[config.mk]
export PLATFORM = sky130hd
export DESIGN_NAME = shared_reg_arbiter_flat
export DESIGN_NICKNAME = d
export VERILOG_FILES = /design/src/rtl/shared_reg_pkg.sv /design/src/rtl/shared_reg_arbiter_if.sv /design/src/rtl/shared_reg_arbiter_rr_pick.sv /design/src/rtl/shared_reg_arbiter.sv /design/src/flat_wrapper.sv
export SDC_FILE = /design/constraint.sdc
export NUM_CORES = 1
export LEC_CHECK = 0
export ABC_AREA = 1
export BUFFER_PORTS_ARGS = -buffer_cell sky130_fd_sc_hd__buf_2
export CORE_ASPECT_RATIO = 0.9
export CORE_UTILIZATION = 52
export CTS_BUF_LIST = sky130_fd_sc_hd__clkbuf_4 sky130_fd_sc_hd__clkbuf_8 sky130_fd_sc_hd__clkbuf_16
export DETAILED_ROUTE_END_ITERATION = 12
export PLACE_DENSITY = 0.85
export SYNTH_ARGS = -nofsm -noshare
export SYNTH_HDL_FRONTEND = slang
export SYNTH_SLANG_ARGS = --single-unit
[constraint.sdc]
create_clock -name clk -period 5.1 [get_ports clk]
set_input_delay 1.02 -clock clk [delete_from_list [all_inputs] [get_ports clk]]
set_output_delay 1.02 -clock clk [all_outputs]
set_load 0.1 [all_outputs]
[src/rtl/shared_reg_pkg.sv]
// Shared types and default parameters for the round-robin shared-register arbiter.
package shared_reg_pkg;
  localparam int N_REQ_DEF     = 4;
  localparam int WIDTH_DEF     = 8;
  localparam int MAX_BURST_DEF = 4;

  typedef enum logic {
    IDLE = 1'b0,
    OWN  = 1'b1
  } state_e;

  // One-hot (up to 8 bits) to index; all-zero input maps to 0.
  function automatic logic [2:0] oh_to_idx(input logic [7:0] oh);
    logic [2:0] idx;
    idx = '0;
    for (int k = 0; k < 8; k++) begin
      if (oh[k]) idx = 3'(k);
    end
    return idx;
  endfunction
endpackage

[src/rtl/shared_reg_arbiter_if.sv]
// Requester-side bus of the shared register arbiter plus FSM debug taps.
interface shared_reg_arbiter_if
  import shared_reg_pkg::*;
#(
  parameter int N_REQ     = N_REQ_DEF,
  parameter int WIDTH     = WIDTH_DEF,
  parameter int MAX_BURST = MAX_BURST_DEF
);
  localparam int PTR_W  = $clog2(N_REQ);
  localparam int BEAT_W = $clog2(MAX_BURST + 1);

  // Handshake: req[i] is a level "valid" held by requester i; gnt[i] is its
  // "ready". Every edge with req[i] && gnt[i] (and clr low) transfers
  // wdata slice i into q; dropping req[i] while granted releases the grant.
  logic [N_REQ-1:0]       req;
  logic [N_REQ*WIDTH-1:0] wdata;
  logic                   clr;
  logic [N_REQ-1:0]       gnt;
  logic                   busy;
  logic [WIDTH-1:0]       q;
  state_e                 dbg_state;
  logic [PTR_W-1:0]       dbg_ptr;
  logic [BEAT_W-1:0]      dbg_beat;

  modport master (
    output req, wdata, clr,
    input  gnt, busy, q, dbg_state, dbg_ptr, dbg_beat
  );

  modport slave (
    input  req, wdata, clr,
    output gnt, busy, q, dbg_state, dbg_ptr, dbg_beat
  );
endinterface

[src/rtl/shared_reg_arbiter_rr_pick.sv]
// Combinational round-robin pick: first set req bit at or after ptr, wrapping.
module rr_pick #(
  parameter int N_REQ = 4,
  localparam int PTR_W = $clog2(N_REQ)
) (
  input  logic [N_REQ-1:0] req,
  input  logic [PTR_W-1:0] ptr,
  output logic [N_REQ-1:0] gnt_oh,
  output logic             valid
);
  always_comb begin
    logic [PTR_W:0]   sum;
    logic [PTR_W-1:0] idx;
    gnt_oh = '0;
    valid  = 1'b0;
    sum    = '0;
    idx    = '0;
    for (int k = 0; k < N_REQ; k++) begin
      sum = {1'b0, ptr} + (PTR_W+1)'(k);
      if (sum >= (PTR_W+1)'(N_REQ)) sum = sum - (PTR_W+1)'(N_REQ);
      idx = sum[PTR_W-1:0];
      if (!valid && req[idx]) begin
        gnt_oh[idx] = 1'b1;
        valid       = 1'b1;
      end
    end
  end
endmodule

[src/rtl/shared_reg_arbiter.sv]
// Round-robin arbiter granting bursts of up to MAX_BURST writes into one shared register.
module shared_reg_arbiter
  import shared_reg_pkg::*;
#(
  parameter int N_REQ     = N_REQ_DEF,
  parameter int WIDTH     = WIDTH_DEF,
  parameter int MAX_BURST = MAX_BURST_DEF
) (
  input  logic                 clk,
  input  logic                 reset,
  shared_reg_arbiter_if.slave  bus
);
  localparam int PTR_W  = $clog2(N_REQ);
  localparam int BEAT_W = $clog2(MAX_BURST + 1);

  state_e            state_q, state_d;
  logic [N_REQ-1:0]  gnt_q, gnt_d;
  logic [PTR_W-1:0]  ptr_q, ptr_d;
  logic [BEAT_W-1:0] beat_q, beat_d, beat_inc;
  logic [WIDTH-1:0]  q_q, q_d;
  logic              busy_q, busy_d;

  logic [N_REQ-1:0]  pick_oh;
  logic              pick_valid;
  logic [PTR_W-1:0]  owner, next_ptr;
  logic [WIDTH-1:0]  slices [N_REQ];

  rr_pick #(.N_REQ(N_REQ)) u_pick (
    .req    (bus.req),
    .ptr    (ptr_q),
    .gnt_oh (pick_oh),
    .valid  (pick_valid)
  );

  for (genvar g = 0; g < N_REQ; g++) begin : g_slice
    assign slices[g] = bus.wdata[g*WIDTH +: WIDTH];
  end

  assign owner    = PTR_W'(oh_to_idx(8'(gnt_q)));
  assign next_ptr = (owner == PTR_W'(N_REQ - 1)) ? '0 : owner + PTR_W'(1);
  assign beat_inc = beat_q + BEAT_W'(1);

  always_comb begin
    state_d = state_q;
    gnt_d   = gnt_q;
    ptr_d   = ptr_q;
    beat_d  = beat_q;
    q_d     = q_q;
    case (state_q)
      IDLE: begin
        if (pick_valid) begin
          state_d = OWN;
          gnt_d   = pick_oh;
          beat_d  = '0;
        end
      end
      OWN: begin
        if (!bus.req[owner]) begin
          state_d = IDLE;
          gnt_d   = '0;
          ptr_d   = next_ptr;
        end else if (!bus.clr) begin
          q_d    = slices[owner];
          beat_d = beat_inc;
          // Release on the same edge as the last permitted write.
          if (beat_inc == BEAT_W'(MAX_BURST)) begin
            state_d = IDLE;
            gnt_d   = '0;
            ptr_d   = next_ptr;
          end
        end
      end
      default: state_d = IDLE;
    endcase
    if (bus.clr) q_d = '0;
    busy_d = (state_d == OWN);
  end

  always_ff @(posedge clk) begin
    if (reset) begin
      state_q <= IDLE;
      gnt_q   <= '0;
      ptr_q   <= '0;
      beat_q  <= '0;
      q_q     <= '0;
      busy_q  <= 1'b0;
    end else begin
      state_q <= state_d;
      gnt_q   <= gnt_d;
      ptr_q   <= ptr_d;
      beat_q  <= beat_d;
      q_q     <= q_d;
      busy_q  <= busy_d;
    end
  end

  assign bus.gnt       = gnt_q;
  assign bus.busy      = busy_q;
  assign bus.q         = q_q;
  assign bus.dbg_state = state_q;
  assign bus.dbg_ptr   = ptr_q;
  assign bus.dbg_beat  = beat_q;
endmodule

[src/flat_wrapper.sv]
// flat-port wrapper written by rule: the top's interface ports become plain ports
module shared_reg_arbiter_flat import shared_reg_pkg::*;
#(
  parameter int N_REQ     = N_REQ_DEF,
  parameter int WIDTH     = WIDTH_DEF,
  parameter int MAX_BURST = MAX_BURST_DEF
)
  (clk, reset, bus_req, bus_wdata, bus_clr, bus_gnt, bus_busy, bus_q, bus_dbg_state, bus_dbg_ptr, bus_dbg_beat);
  shared_reg_arbiter_if #(.N_REQ(N_REQ), .WIDTH(WIDTH), .MAX_BURST(MAX_BURST)) bus_i ();
  input  logic clk;
  input  logic reset;
  input wire logic [$bits(bus_i.req)-1:0] bus_req;
  input wire logic [$bits(bus_i.wdata)-1:0] bus_wdata;
  input wire logic [$bits(bus_i.clr)-1:0] bus_clr;
  output wire logic [$bits(bus_i.gnt)-1:0] bus_gnt;
  output wire logic [$bits(bus_i.busy)-1:0] bus_busy;
  output wire logic [$bits(bus_i.q)-1:0] bus_q;
  output wire logic [$bits(bus_i.dbg_state)-1:0] bus_dbg_state;
  output wire logic [$bits(bus_i.dbg_ptr)-1:0] bus_dbg_ptr;
  output wire logic [$bits(bus_i.dbg_beat)-1:0] bus_dbg_beat;
  assign bus_i.req = bus_req;
  assign bus_i.wdata = bus_wdata;
  assign bus_i.clr = bus_clr;
  assign bus_gnt = bus_i.gnt;
  assign bus_busy = bus_i.busy;
  assign bus_q = bus_i.q;
  assign bus_dbg_state = bus_i.dbg_state;
  assign bus_dbg_ptr = bus_i.dbg_ptr;
  assign bus_dbg_beat = bus_i.dbg_beat;
  shared_reg_arbiter #(.N_REQ(N_REQ), .WIDTH(WIDTH), .MAX_BURST(MAX_BURST)) u_core (.clk(clk), .reset(reset), .bus(bus_i));
endmodule
==> reports/qor.txt, run 1 <==
status: finished, violations left
failing checks: DRC
DRC violations left: 1
fmax: 406 MHz
1st-pass router iterations: 8
Sequential Area: 360 um^2
largest net degree at the start of global routing: 13
clock slew at the register clock pins of the worst setup and hold paths: 0.11 ns
VDD IR max: 299 uV
Antenna diodes: 0
Placer Congestion: 0.864
register area share after synthesis: 0.252
WL/cell: 12.3 um
Final setup viols: 0
critical path capture point type: output port
Root Driver: clkbuf_4
Syn. warnings: 0
fin. max-slew vios: 0
area of the multi-input gates: 965 um^2
first-pass GRT wire length: 6.27 mm
final WL: 3.83 mm
Final period util: 0.482
P&R area growth vs syn: 23.5%
total gr overflow: 0
number of post-CTS setup repair buffers: 0
remaining antenna violation count: 0
CTS sink count: 18
Net Count, Synth: 275
FILL cells: 208
Post-Route Skew: 0.0102 ns
Tmin final: 2.46 ns
max-cap check violation count: 0
crit-path cells: buf_2
CTS buffer count: 3
CP bufs+invs: 1
DR vias: 1651
Clock Latency Late Sink: 0.31 ns
RSZ-0062 raised after global routing: false
critical path arrival: 1.44 ns
total power: 0.00106 W
slowest CP cell: dfxtp_1
Initial Util: 0.565
initial drt markers: 87
vias per std cell: 5.29
Core Box Area: 2530 um^2
Global Route Usage Sum: 0.274
DIE AREA: 2970 um^2
Pwr per Cell Area: 601 nW/um^2
Req. time, crit path: 4.08 ns
CTS Buffer Depth: 2
hold_buf cts: 0
HP Class: reg2reg
worst-margin pin slew: 0.596 ns
chip width: 57.3 um
PortBufs: 57
share of layout cells above drive strength 1: 0.268
num ports: 58
initial antenna violation count: 0
cell family with most CP delay: flip-flops
P_leak: 0.947 nW
setup TNS: 0 ns
via count of the first global-routing pass: 1381
Yosys reg bits: 18
Resized cells post-CTS: 0
CP Class: reg2out
Avg Synthesized Cell Area: 6.31 um^2
final hold violations: 0
Max-Slew Margin vs Limit: 0.601
Final Core Density: 0.698
Netlist Area Pre-Place: 1430 um^2
CP Launch Type: flip-flop
Nets: 333
Die Y: 51.8 um
H-tree depth: 1
post-synth cell types: 21
cell row count: 17
CP max FO: 12
CTS tree: done
max incr delay on CP: 0.62 ns
gate count of the mapped netlist: 227
hpwl dp: 2.86 mm
report_power, final:
part | internal [W] | switching (W) | leakage, nW
combinational | 0.000183 | 0.000573 | 0.779
clock | 0.0000436 | 0.0000467 | 0.0210
sequential | 0.000170 | 0.0000451 | 0.147
through the flow:
step | setup slack, ns | cells | instance area [um^2] | hold slack [ns]
6_report | 2.64 | 312 | 1770 | 0.469
3_5_place_dp | 2.92 | 308 | 1730 | 0.452
5_1_grt | 2.58 | 312 | 1770 | 0.499
4_1_cts | 2.64 | 312 | 1770 | 0.468
3_3_place_gp | 2.95 | 308 | 1730 | 0.452
2_1_floorplan | 2.39 | 227 | 1430 | 0.901
path summary, 6_finish.rpt:
path | start | endpoint | slack, ns | cells past startpoint
worst min register to register | u_core.bus.q[5] | u_core.bus.q[5] | 0.47 | 2
worst max-delay path | u_core.bus.dbg_ptr[0] | bus_dbg_ptr[0] | 2.64 | 1
worst min-delay path | u_core.bus.q[5] | u_core.bus.q[5] | 0.47 | 2
worst max register to register | u_core.bus.dbg_ptr[0] | u_core.bus.gnt[1] | 2.89 | 11
per-layer routing:
metal  share of wire  global-route usage
met2            0.46               0.435
met5               0                   0
met3           0.052              0.0348
met4          0.0084              0.0772
met1            0.48               0.390
logic make-up (layout without fill, tap and decap cells):
group | after synthesis | in the layout | share of synthesized area
AND/OR/NAND/NOR | 126 | 126 | 0.420
AO/OA/AOI/OAI | 46 | 46 | 0.169
buffers and inverters | 27 | 84 | 0.0743
flip-flops | 18 | 18 | 0.252
adder cells (fa/ha/maj) | 9 | 9 | 0.0787
XOR/XNOR | 1 | 1 | 0.00612
cell usage after synthesis, drive strengths merged:
cell    number  area share
nand2       54        0.17
nor2        41        0.12
nand3       30        0.12
o21ai       24       0.084
inv         22       0.058
dfxtp       18        0.25
a21oi       13       0.045
ha           9       0.079
o22ai        9       0.039
buf          2      0.0087
clkbuf       2      0.0052
clkinv       1      0.0026
or2          1      0.0044
xor2         1      0.0061
state kept, by name, indices dropped and copies added (netlist names):
register / cells
u_core.bus.gnt: 4
u_core.bus.dbg_state: 1
u_core.bus.q: 8
u_core.bus.dbg_ptr: 2
u_core.bus.dbg_beat: 3
layout make-up:
cell class / count / share of cell area
sequential: 18 / 0.204
timing repair buffer: 57 / 0.161
multi-input combinational: 182 / 0.546
inverter: 23 / 0.0488
tap: 28 / 0.0198
clock buffer: 4 / 0.0205
placed cells by master (no fill, tap or decap):
cell	count
a21oi_1	13
buf_2	57
clkbuf_4	3
clkbuf_8	1
clkinv_1	1
dfxtp_1	18
ha_1	9
inv_1	21
inv_2	1
nand2_1	44
nand2_2	7
nand2_4	3
nand3_1	28
nand3_4	2
nor2_1	39
nor2_4	1
nor2_8	1
o21ai_0	24
o22ai_1	9
or2_0	1
xor2_1	1
(Power assumes the default switching activity.)
==> run 2: changes to the inputs <==
--- a/config.mk
+++ b/config.mk
@@ -5,13 +5,13 @@
 export SDC_FILE = /design/constraint.sdc
 export NUM_CORES = 1
 export LEC_CHECK = 0
-export ABC_AREA = 1
+export ABC_AREA = 0
 export BUFFER_PORTS_ARGS = -buffer_cell sky130_fd_sc_hd__buf_2
 export CORE_ASPECT_RATIO = 0.9
-export CORE_UTILIZATION = 52
+export CORE_UTILIZATION = 48
 export CTS_BUF_LIST = sky130_fd_sc_hd__clkbuf_4 sky130_fd_sc_hd__clkbuf_8 sky130_fd_sc_hd__clkbuf_16
 export DETAILED_ROUTE_END_ITERATION = 12
-export PLACE_DENSITY = 0.85
+export PLACE_DENSITY = 0.8
 export SYNTH_ARGS = -nofsm -noshare
 export SYNTH_HDL_FRONTEND = slang
 export SYNTH_SLANG_ARGS = --single-unit
==> constraint.sdc (replaced) <==
create_clock -name clk -period 2.55 [get_ports clk]
set_input_delay 0.51 -clock clk [delete_from_list [all_inputs] [get_ports clk]]
set_output_delay 0.51 -clock clk [all_outputs]
set_load 0.1 [all_outputs]
==> reports/qor.txt, run 2 <==
Placer Congestion: 0.908
dominant combinational cell family by area after synthesis: compound AO/OA/AOI/OAI gates
most common library cells after synthesis: 18 x dfxtp_1, 18 x nand2_1, 16 x mux2i_1, 15 x nor2_1, 14 x o21ai_0
final WL: 3.22 mm
post-synthesis compound-gate area fraction: 0.216
Syn. warnings: 0
Nets: 266
chip width: 58.5 um
RSZ-0062 raised after global routing: false
DRC violations left: 0
register area share after synthesis: 0.262
largest net degree at the start of global routing: 17
Synth Area in Adders: 0.0817
cell row count: 18
critical path arrival: 2.52 ns
Antenna diodes: 0
initial antenna violation count: 0
setup TNS: 0 ns
status: finished, final reports clean
Clock Latency Late Sink: 0.30 ns
Resized cells post-CTS: 0
Root Driver: clkbuf_4
Netlist Area Pre-Place: 1380 um^2
CTS sink count: 18
commonest cells after routing, fill and taps aside: 57 x buf_2, 18 x nand2_1, 16 x mux2i_1, 16 x dfxtp_1, 15 x nor2_1
initial drt markers: 56
R2R cell count: 6
P&R area growth vs syn: 25.6%
Placed Cells: 253
Die Y: 52.8 um
Req. time, crit path: 2.77 ns
DR WL met2: 1.52 mm
1st-pass router iterations: 5
top_reg_cell synth: dfxtp_1
setup ws final: 0.257 ns
hold_buf cts: 0
fmax: 436 MHz
Avg Synthesized Cell Area: 8.50 um^2
vias per std cell: 5.43
remaining antenna violation count: 0
clock slew at the register clock pins of the worst setup and hold paths: 0.11 ns
total gr overflow: 0
mux cell area share after synthesis: 0.187
hpwl dp: 2.58 mm
pre-CTS setup slack: 0.288 ns
number of post-CTS setup repair buffers: 0
fin. max-slew vios: 0
CP max FO: 12
share of layout cells above drive strength 1: 0.355
number of flops mapped to enable cells by yosys: 0
PortBufs: 57
Simple-Gate Fraction of Synth Area: 0.195
Tmin final: 2.29 ns
VDD IR max: 315 uV
final hold violations: 0
P_leak: 0.786 nW
Final period util: 0.899
CTS tree: done
Met3 Routed Length: 196 um
num ports: 58
top sig layer: met3
critical path capture point type: flip-flop
gate count of the mapped netlist: 162
met1 wire length: 1.50 mm
worst-margin pin slew: 0.523 ns
Global Route Usage Sum: 0.219
Post-Route Skew: 0.00121 ns
CP Launch Type: flip-flop
Initial Util: 0.506
CTS Buffer Depth: 2
HP Class: in2reg
first-pass GRT wire length: 5.13 mm
post-synth top area cell: dfxtp_1
commonest non-fill, non-tap cell in the layout: buf_2
asr flop ratio synth: 0
Synth Area in XOR/XNOR: 0
Yosys reg bits: 18
WL/cell: 12.5 um
top post-synthesis cells by area: dfxtp_1 26%, mux2i_1 12%, ha_1 8.2%
post-synth cell types: 41
hold path depth: 2
Final setup viols: 0
Max-Slew Margin vs Limit: 0.648
max-cap check violation count: 0
CTS buffer count: 3
CP Class: reg2reg
DR vias: 1396
Pwr per Cell Area: 603 nW/um^2
DIE AREA: 3090 um^2
Net Count, Synth: 210
Synth top area share: 0.262
fin cells: 257
Core Box Area: 2730 um^2
via count of the first global-routing pass: 1136
max FFs per register: 8
H-tree depth: 1
## run 2: cell types whose count changed after synthesis, moves of 6 or more
cell / change
a211oi_1: +11
o21ai_0: -10
a21oi_1: -6
inv_1: -14
mux2i_1: +16
nand3_1: -25
o22ai_1: -9
nand2_2: -6
nand2_1: -26
nor2_1: -24
## run 2: path summary, 6_finish.rpt
| kind | start | endpoint | slack [ns] |
|---|---|---|---|
| worst max-delay path | u_core.bus.dbg_ptr[0] | u_core.bus.gnt[1] | 0.26 |
| worst min-delay path | reset | u_core.bus.dbg_ptr[0] | 0.49 |
| worst max register to register | u_core.bus.dbg_ptr[0] | u_core.bus.gnt[1] | 0.26 |
| worst min register to register | u_core.bus.q[4] | u_core.bus.q[4] | 0.50 |
## run 2: per-stage QoR
| step | utilization | hold WS, ns | instance area [um^2] | power [W] |
|---|---|---|---|---|
| floorplan | - | 0.696 | 1380 | 0.000764 |
| global placement | 0.622 | 0.482 | 1690 | 0.000862 |
| detailed placement | 0.622 | 0.487 | 1690 | 0.000868 |
| CTS | 0.635 | 0.477 | 1730 | 0.00104 |
| global route | 0.635 | 0.491 | 1730 | 0.00110 |
| finish | 0.635 | 0.490 | 1730 | 0.00104 |
## run 2: per-layer routing
layer / vias to the layer above / global-route usage
met2: 57 / 0.358
met4: 0 / 0.0357
met3: 0 / 0.0469
met5: - / 0
met1: 633 / 0.301
li1: 706 / -
## run 2: worst max-delay path, stage by stage, from the launching register on
cell      delay, ns
dfxtp_4        0.44
inv_1          0.11
ha_1           0.38
mux4_1         0.70
nor3b_4        0.25
a221oi_1       0.11
a211oi_1       0.22
## run 2: cell type report
class	count	area (um^2)
fill	237	995
multi-input combinational	127	937
sequential	18	365
timing repair buffer	61	315
tap	40	50.0
clock buffer	4	36.3
inverter	7	26.3
## run 2: where the power goes
part | leakage (nW) | switching (W) | internal (W)
Sequential | 0.148 | 0.0000342 | 0.000307
Clock | 0.0210 | 0.0000951 | 0.0000871
Combinational | 0.617 | 0.000360 | 0.000161
## run 2: kinds of logic (layout without fill, tap and decap cells)
kind of cell	count (synthesis)	after routing
AOI/OAI and AO/OA	44	44
adders and majority gates	9	9
buffers and inverters	17	72
DFF	18	18
muxes	21	21
and+or+nand+nor	53	53
